`config.mk`:
```
export PLATFORM = sky130hd
export DESIGN_NAME = clk_div_prog
export DESIGN_NICKNAME = d
export VERILOG_FILES = /design/src/rtl/clk_div_prog_pkg.sv /design/src/rtl/clk_div_phase.sv /design/src/rtl/clk_div_prog.sv
export SDC_FILE = /design/constraint.sdc
export NUM_CORES = 1
export LEC_CHECK = 0
export ABC_AREA = 1
export CAP_MARGIN = 10
export CORE_ASPECT_RATIO = 1.2
export CORE_MARGIN = 3
export CORE_UTILIZATION = 45
export DETAILED_ROUTE_END_ITERATION = 12
export GPL_TIMING_DRIVEN = 0
export PLACE_DENSITY_LB_ADDON = 0.1
export SLEW_MARGIN = 20
export SYNTH_ARGS = -nofsm -noshare
export SYNTH_HDL_FRONTEND = slang
export SYNTH_SLANG_ARGS = --single-unit
```
`constraint.sdc`:
```
create_clock -name clk -period 6.8 [get_ports clk]
set_input_delay 1.36 -clock clk [delete_from_list [all_inputs] [get_ports clk]]
set_output_delay 1.36 -clock clk [all_outputs]
set_load 0.005 [all_outputs]
```
`src/rtl/clk_div_prog_pkg.sv`:
```
// Shared constants and helpers for the programmable clock divider family.
// Divisor clamping and the high-phase length live here so every divider variant agrees on them.
package clk_div_prog_pkg;

    localparam int unsigned MIN_DIV = 2;

    function automatic int unsigned clamp_div(input int unsigned v);
        return (v < MIN_DIV) ? MIN_DIV : v;
    endfunction

    // Odd divisors put the extra cycle in the high phase.
    function automatic int unsigned high_len(input int unsigned n);
        return n - (n / 2);
    endfunction

endpackage

```
`src/rtl/clk_div_phase.sv`:
```
// Phase counter for one divider channel: counts 0..N-1, flags the wrap edge,
// and re-arms to (N-1) while idle so the first enabled edge starts a fresh period.
module clk_div_phase #(
    parameter int                 WIDTH     = 8,
    parameter logic [WIDTH-1:0]   RESET_CNT = '0
) (
    input  logic             clk,
    input  logic             clr,
    input  logic             en,
    input  logic [WIDTH-1:0] n_cur,
    input  logic [WIDTH-1:0] n_next,
    output logic [WIDTH-1:0] cnt,
    output logic             wrap
);

    localparam logic [WIDTH-1:0] ONE = WIDTH'(1);

    assign wrap = (cnt == (n_cur - ONE));

    // n_next is the divisor in force after this edge, so an idle re-arm already sees a newly applied value.
    always_ff @(posedge clk or posedge clr) begin
        if (clr) begin
            cnt <= RESET_CNT;
        end else if (!en) begin
            cnt <= n_next - ONE;
        end else if (wrap) begin
            cnt <= '0;
        end else begin
            cnt <= cnt + ONE;
        end
    end

endmodule

```
`src/rtl/clk_div_prog.sv`:
```
// Programmable integer clock divider: shadowed divisor, registered clk_out and a
// tick strobe at each period start. New divisors take effect only on a period boundary.
module clk_div_prog
    import clk_div_prog_pkg::*;
#(
    parameter int WIDTH       = 8,
    parameter int DEFAULT_DIV = 4
) (
    input  logic             clk,
    input  logic             clr,
    input  logic             en,
    input  logic [WIDTH-1:0] div_val,
    input  logic             div_load,
    output logic             div_pend,
    output logic             clk_out,
    output logic             tick,
    output logic [WIDTH-1:0] div_cur
);

    localparam logic [WIDTH-1:0] RESET_DIV = WIDTH'(clamp_div(int'(DEFAULT_DIV)));
    localparam logic [WIDTH-1:0] RESET_CNT = RESET_DIV - WIDTH'(1);

    logic [WIDTH-1:0] shadow;
    logic [WIDTH-1:0] div_next;
    logic [WIDTH-1:0] clamped_val;
    logic [WIDTH-1:0] high;
    logic [WIDTH-1:0] cnt;
    logic [WIDTH:0]   cnt_inc;
    logic             wrap;
    logic             apply;
    logic             next_high;

    // A pending shadow is applied on the wrap edge while running, or on any idle edge.
    assign apply       = div_pend && (!en || wrap);
    assign div_next    = apply ? shadow : div_cur;
    assign clamped_val = WIDTH'(clamp_div(32'(div_val)));
    assign high        = WIDTH'(high_len(32'(div_cur)));
    assign cnt_inc     = {1'b0, cnt} + {{WIDTH{1'b0}}, 1'b1};
    assign next_high   = (cnt_inc < {1'b0, high});

    clk_div_phase #(
        .WIDTH     (WIDTH),
        .RESET_CNT (RESET_CNT)
    ) u_phase (
        .clk    (clk),
        .clr    (clr),
        .en     (en),
        .n_cur  (div_cur),
        .n_next (div_next),
        .cnt    (cnt),
        .wrap   (wrap)
    );

    // A load coinciding with an apply still lands in the shadow, so pending stays set.
    always_ff @(posedge clk or posedge clr) begin
        if (clr) begin
            div_cur  <= RESET_DIV;
            shadow   <= RESET_DIV;
            div_pend <= 1'b0;
        end else begin
            div_cur <= div_next;
            if (div_load) begin
                shadow   <= clamped_val;
                div_pend <= 1'b1;
            end else if (apply) begin
                div_pend <= 1'b0;
            end
        end
    end

    always_ff @(posedge clk or posedge clr) begin
        if (clr) begin
            clk_out <= 1'b0;
            tick    <= 1'b0;
        end else if (!en) begin
            clk_out <= 1'b0;
            tick    <= 1'b0;
        end else if (wrap) begin
            clk_out <= 1'b1;
            tick    <= 1'b1;
        end else begin
            clk_out <= next_high;
            tick    <= 1'b0;
        end
    end

endmodule

```
==> out/metrics.csv, run 1 <==
metric,value,unit
status,completed,
internal power,390,uW
placed instance count,375,
Mapped Cells,295,
Yosys warnings,0,
PortBufs,22,
maximum VDD drop,0.124,mV
Setup Buffers After CTS,0,
# setup viols final,0,
register area,681,um^2
H-tree depth,1,
initial antenna violation count,0,
GRT Overall Usage,0.161,
DP HPWL,3720,um
Die Area,5910,um^2
RSZ-0062 raised after global routing,false,
Final Hold Vio Count,0,
"non-filler cells, final",379,
Pwr Total,668,uW
"Seq/Total Area, Yosys",0.301,
I/O pin cnt,23,
GPL Wtd Cong,0.805,
"Clk pin slew, worst setup/hold paths",0.09,ns
switching part of the total,0.417,
Vert. Die Dim,83.6,um
Flop pwr share,0.330,
Worst-Skew Late Latency,0.26,ns
period utilization,0.436,
Sw Pwr,279,uW
FMAX,337,MHz
via/cell ratio,4.85,
Area Growth Syn to Fin,15.0,%
Vias,1838,
Root Driver,clkbuf_8,
Pwr per Cell Area,257,nW/um^2
Crit Path Class,flip-flop to flip-flop,
share of cells above drive strength 1,0.131,
Longest Clk Path Bufs,2,
Final nets,359,
TritonCTS Buffers,3,
First DRT Iteration DRCs,96,
total of max-cap violations,0,
Clk network pwr share,0.132,
Hold Buf Count CTS,0,
syn_nets,332,
Hold WC Path Type,flip-flop to flip-flop,
hold_ws,0.473,ns
WL/cell,11.7,um
CTS tree,done,
ANT nets after route,0,
CTS sink cnt,27,
Leak,0.00135,uW
first-pass GRT wire length,7870,um
"commonest non-fill, non-tap cell in the layout",nand2_1,
fin. max-slew vios,0,
count of cell types in the netlist,36,
CP max FO,6,
Setup TNS,0,ns
worst r2r path cells,12,
PostCTS Resize Cnt,0,
first-pass detailed-route iteration total,4,
vias in the first global route,1854,
part of the power in combinational logic,0.538,
WP data arrival,3.13,ns
Initial Utilization,0.478,
Core Box Area,4730,um^2
Slew @ Worst Pin,0.929,ns
crit path launch type,flip-flop,
Antenna Cells,0,
CP Capture Type,flip-flop,
Slew HR,0.377,
drt drc,0,
fill count,478,
Die Width,70.7,um
Routed WL,4430,um
Final min period,2.97,ns
"commonest cells after routing, fill and taps aside","nand2_1 (85), inv_1 (43), ha_1 (24), dfrtp_1 (23), clkdlybuf4s50_1 (22)",
Multi-input gate area,1340,um^2
Rows,27,
Synth Area per Inst,7.66,um^2
register bit total from synthesis,27,
hold depth,2,
Required @ worst endpoint,6.96,ns
clk_skew,0.00239,ns
maximum number of pins on one net before global-route repair,28,
mapped cell area,2260,um^2
GR Overflow Total,0,
==> flip-flops by register name, summed over array words and instances (netlist names) <==
register     count
shadow           8
div_cur          8
div_pend         1
u_phase.cnt      8
tick             1
clk_out          1
==> layout make-up <==
type	instances	share of cell area
clock inverter	1	0.00193
inverter	49	0.0718
tap	58	0.0279
sequential	27	0.262
clock buffer	3	0.0159
multi-input combinational	215	0.517
timing repair buffer	22	0.0848
buffer	4	0.0188
==> through the flow <==
| stage | instance area, um^2 | util | setup slack [ns] |
|---|---|---|---|
| after detailed placement | 2550 | 0.539 | 3.59 |
| after global placement | 2550 | 0.539 | 3.60 |
| final | 2600 | 0.549 | 3.83 |
| after CTS | 2600 | 0.549 | 3.85 |
| after global routing | 2600 | 0.549 | 3.66 |
| after floorplan | 2260 | - | 4.17 |
==> power groups by stage <==
stage	registers (uW)	logic (uW)	clock network [uW]
after global routing	226	418	97.7
after global placement	223	353	0
after CTS	221	363	92.5
final	221	360	88.0
after detailed placement	225	359	0
after floorplan	218	270	0
==> critical path, cell delays in order (launching register included) <==
cell and delay (ns):
dfstp_2 0.57, inv_1 0.14, ha_1 0.37, o31ai_1 0.39
a21oi_1 0.13, o21ai_0 0.29, a21oi_1 0.12, nor2_1 0.11
nor2_1 0.06, xor2_1 0.14, ha_1 0.27, o21ai_0 0.08
a31o_2 0.20
==> cells in the mapped netlist <==
cell / count / area, um^2
buf_6: 1 / 11.3
nand3_2: 6 / 60.1
a31o_2: 1 / 8.76
o21ai_1: 3 / 15.0
inv_4: 1 / 6.26
or2_1: 1 / 6.26
dfstp_2: 4 / 105
inv_1: 44 / 165
buf_12: 1 / 20.0
or4_1: 1 / 7.51
a21o_1: 2 / 15.0
nand3_1: 15 / 75.1
a22o_1: 1 / 8.76
nand3_4: 2 / 35.0
nor2_1: 12 / 45.0
a21oi_1: 8 / 40.0
o31ai_1: 1 / 7.51
xnor2_1: 3 / 26.3
inv_2: 4 / 15.0
clkbuf_8: 1 / 13.8
nand2_2: 6 / 37.5
nand2_4: 6 / 67.6
nand4_1: 1 / 6.26
fa_1: 1 / 20.0
dfrtp_1: 23 / 576
clkbuf_1: 1 / 3.75
ha_1: 24 / 300
nand2_1: 85 / 319
xor2_1: 9 / 78.8
o21ai_0: 15 / 75.1
nor2_4: 2 / 22.5
nor2_2: 3 / 18.8
o22ai_1: 2 / 12.5
nand3b_1: 3 / 22.5
nor3_1: 1 / 5.00
nor4_1: 1 / 6.26
==> cells by family (layout without fill, tap and decap cells) <==
kind of cell | count (synthesis) | after routing | share of synthesized area
AND/OR/NAND/NOR | 145 | 145 | 0.325
buffers and inverters | 53 | 79 | 0.104
AO/OA/AOI/OAI | 33 | 33 | 0.0809
flip-flops | 27 | 27 | 0.301
adder cells (fa/ha/maj) | 25 | 25 | 0.142
XOR/XNOR | 12 | 12 | 0.0465
==> layer usage <==
metal  global-route usage  up-vias  part of all wire
li1                     -      988                 -
met1                0.187      833              0.45
met2                0.317       15              0.53
met3               0.0108        2             0.014
met4               0.0308        0            0.0061
met5                    0        -                 0
==> worst paths after layout <==
kind | to | from | slack, ns
max reg2reg | clk_out$_DFF_PP0_ | div_cur[2]$_DFF_PP1_ | 3.83
max | clk_out$_DFF_PP0_ | div_cur[2]$_DFF_PP1_ | 3.83
min in group asynchronous | shadow[7]$_DFFE_PP0P_ | clr | 1.48
min reg2reg | shadow[7]$_DFFE_PP0P_ | shadow[7]$_DFFE_PP0P_ | 0.47
min | shadow[7]$_DFFE_PP0P_ | shadow[7]$_DFFE_PP0P_ | 0.47
max in group asynchronous | shadow[1]$_DFFE_PP0P_ | clr | 4.89
No activity file was read; power rests on OpenSTA's default activity.
==> inputs of run 2 (changes only) <==
==> constraint.sdc (replaced) <==
create_clock -name clk -period 3.1 [get_ports clk]
set_input_delay 0.62 -clock clk [delete_from_list [all_inputs] [get_ports clk]]
set_output_delay 0.62 -clock clk [all_outputs]
set_load 0.005 [all_outputs]
==> run 2 against run 1 <==
Against the previous run: combinational power rose by 120%; via count shrank 0.11%; count of clock-buffer cells in the layout stayed put; flip-flop and latch count unchanged; register-to-register slack got worse by 3.6 ns; maximum frequency up 3.3%; total power grew 120%; critical path depth unchanged; sequential share of layout area shrank 0.050 points.
==> out/metrics.csv, run 2 (synthesis gave the netlist of run 1 again) <==
metric,value,unit,change
status,completed,,
# setup viols final,0,,unchanged
CP Capture Type,flip-flop,,
via/cell ratio,4.84,,-0.11%
Worst-Skew Late Latency,0.26,ns,about the same
worst r2r path cells,12,,unchanged
GRT Overall Usage,0.161,,unchanged
register area,681,um^2,unchanged
crit path cell chain,inv_1 > ha_1 > o31ai_2 > a21oi_1 > o21ai_0 > a21oi_1 > nor2_1 > nor2_1 > xor2_1 > ha_1 > o21ai_0 > a31o_2,,
CTS tree,done,,
reg-to-reg startpoint,div_cur[2]$_DFF_PP1_,,
First DRT Iteration DRCs,100,,+4.2%
"commonest cells after routing, fill and taps aside","nand2_1 (85), inv_1 (43), ha_1 (24), dfrtp_1 (23), clkdlybuf4s50_1 (22)",,
Setup TNS,0,ns,unchanged
I/O pin cnt,23,,unchanged
Vert. Die Dim,83.6,um,unchanged
CTS sink cnt,27,,unchanged
drt drc,0,,unchanged
Crit Path Class,flip-flop to flip-flop,,
hold_ws,0.474,ns,+0.0000480 ns
FF-to-FF setup slack,0.23,ns,-3.61 ns
RSZ-0062 raised after global routing,false,,
Pwr per Cell Area,565,nW/um^2,+120%
GPL Wtd Cong,0.805,,unchanged
maximum VDD drop,0.272,mV,+120%
Hold WC Path Type,flip-flop to flip-flop,,
Hold Buf Count CTS,0,,unchanged
Longest Clk Path Bufs,2,,unchanged
Vias,1836,,-0.11%
PortBufs,22,,unchanged
Leak,0.00135,uW,about the same
crit path launch type,flip-flop,,
ANT nets after route,0,,unchanged
Hold Startpoint,shadow[7]$_DFFE_PP0P_,,
Required @ worst endpoint,3.26,ns,-3.70 ns
H-tree depth,1,,unchanged
Initial Utilization,0.478,,unchanged
area of placed instances,2550,um^2,unchanged
TritonCTS Buffers,3,,unchanged
Routed WL,4430,um,about the same
largest delay contributor family on the critical path,compound AO/OA/AOI/OAI gates,,
initial antenna violation count,0,,unchanged
Area Growth Syn to Fin,15.2,%,
DP HPWL,3720,um,unchanged
GR Overflow Total,0,,unchanged
Core Box Area,4730,um^2,unchanged
max incr delay on CP,0.57,ns,about the same
WL/cell,11.7,um,about the same
Critical path buffers and inverters,1,,unchanged
PostCTS Resize Cnt,0,,unchanged
Pwr Total,1470,uW,+120%
Root Driver,clkbuf_8,,
slowest cell on the critical path,dfstp_2,,
share of cells above drive strength 1,0.134,,+0.00312
Final nets,359,,unchanged
clk_skew,0.00265,ns,+0.000254 ns
first-pass GRT wire length,7870,um,unchanged
Die Area,5910,um^2,unchanged
Slew @ Worst Pin,0.924,ns,-0.00558 ns
"Clk pin slew, worst setup/hold paths",0.09,ns,about the same
total of max-cap violations,0,,unchanged
busiest grt layer,met2,,
Slew HR,0.380,,+0.00374
fill count,477,,-0.21%
R2R Path End,clk_out$_DFF_PP0_,,
Multi-input gate area,1350,um^2,+0.37%
maximum number of pins on one net before global-route repair,28,,unchanged
largest registers,"div_cur: 8 flops, shadow: 8 flops, u_phase.cnt: 8 flops",,
WP data arrival,3.04,ns,-0.09 ns
pre-CTS WS,0.182,ns,-3.41 ns
Setup Buffers After CTS,0,,unchanged
Rows,27,,unchanged
"commonest non-fill, non-tap cell in the layout",nand2_1,,
Antenna Cells,0,,unchanged
met1 Use GR,0.187,,unchanged
Final min period,2.87,ns,-0.0935 ns
met2 Track Usage GR,0.317,,unchanged
GR met3 Demand/Resource,0.0108,,unchanged
Final Hold Vio Count,0,,unchanged
worst hold endpoint,shadow[7]$_DFFE_PP0P_,,
Die Width,70.7,um,unchanged
period utilization,0.927,,+0.491
post-route cell area,2600,um^2,+0.19%
fin. max-slew vios,0,,unchanged
first-pass detailed-route iteration total,4,,unchanged
vias in the first global route,1854,,unchanged
CP max FO,6,,unchanged
setup ws final,0.227,ns,-3.61 ns
hold depth,2,,unchanged
FMAX,348,MHz,+3.3%
-- run 2: cell count changes in the layout (fill, tap and decap cells not counted) --
cell,previous run,this run
o31ai_1,1,0
o31ai_2,0,1
-- run 2: metrics by stage --
step | util | std cells
6_report | 0.550 | 379
5_1_grt | 0.550 | 379
2_1_floorplan | - | 295
3_5_place_dp | 0.539 | 375
4_1_cts | 0.549 | 379
3_3_place_gp | 0.539 | 375
-- run 2: where the power goes --
group | switching [uW] | total, uW | leakage (uW) | internal [uW]
registers | 63.5 | 485 | 0.000315 | 421
clock network | 103 | 193 | 0.0000255 | 89.8
logic | 447 | 794 | 0.00101 | 347
total | 614 | 1470 | 0.00135 | 858
-- run 2: final cells by class --
class | count | share of cell area
inverter | 49 | 0.0716
timing repair buffer | 22 | 0.0846
tap | 58 | 0.0279
clock buffer | 3 | 0.0159
multi-input combinational | 215 | 0.518
clock inverter | 1 | 0.00192
sequential | 27 | 0.262
buffer | 4 | 0.0187
-- run 2: routing by layer --
metal / wire length, um / share of wire
met4: 27 / 0.0061
met5: 0 / 0
met2: 2350 / 0.53
met1: 1990 / 0.45
met3: 62 / 0.014
-- run 2: how the worst max path moves through the flow --
stage	depth (start not counted)	start	to	slack, ns
floorplan	12	div_cur[2]$_DFF_PP1_	clk_out$_DFF_PP0_	0.47
global placement	12	div_cur[2]$_DFF_PP1_	clk_out$_DFF_PP0_	0.21
detailed placement	12	div_cur[2]$_DFF_PP1_	clk_out$_DFF_PP0_	0.18
CTS	12	div_cur[2]$_DFF_PP1_	clk_out$_DFF_PP0_	0.15
global route	19	div_cur[0]$_DFF_PP0_	u_phase.cnt[4]$_DFF_PP0_	0.03
finish	12	div_cur[2]$_DFF_PP1_	clk_out$_DFF_PP0_	0.23
-- run 2: tightest hold or removal path: stages (launching register included) --
cell     delay [ns]
dfrtp_1        0.35
nand2_1        0.05
nand2_1        0.04
==> inputs of run 3 (changes only) <==
--- a/config.mk
+++ b/config.mk
@@ -6,10 +6,11 @@
 export NUM_CORES = 1
 export LEC_CHECK = 0
 export ABC_AREA = 1
-export CAP_MARGIN = 10
+export CAP_MARGIN = 20
 export CORE_ASPECT_RATIO = 1.2
 export CORE_MARGIN = 3
 export CORE_UTILIZATION = 45
+export CTS_CLUSTER_SIZE = 24
 export DETAILED_ROUTE_END_ITERATION = 12
 export GPL_TIMING_DRIVEN = 0
 export PLACE_DENSITY_LB_ADDON = 0.1
==> results of run 3 <==
Same layout as run 2: the final DEF is identical, and so are final timing and power.
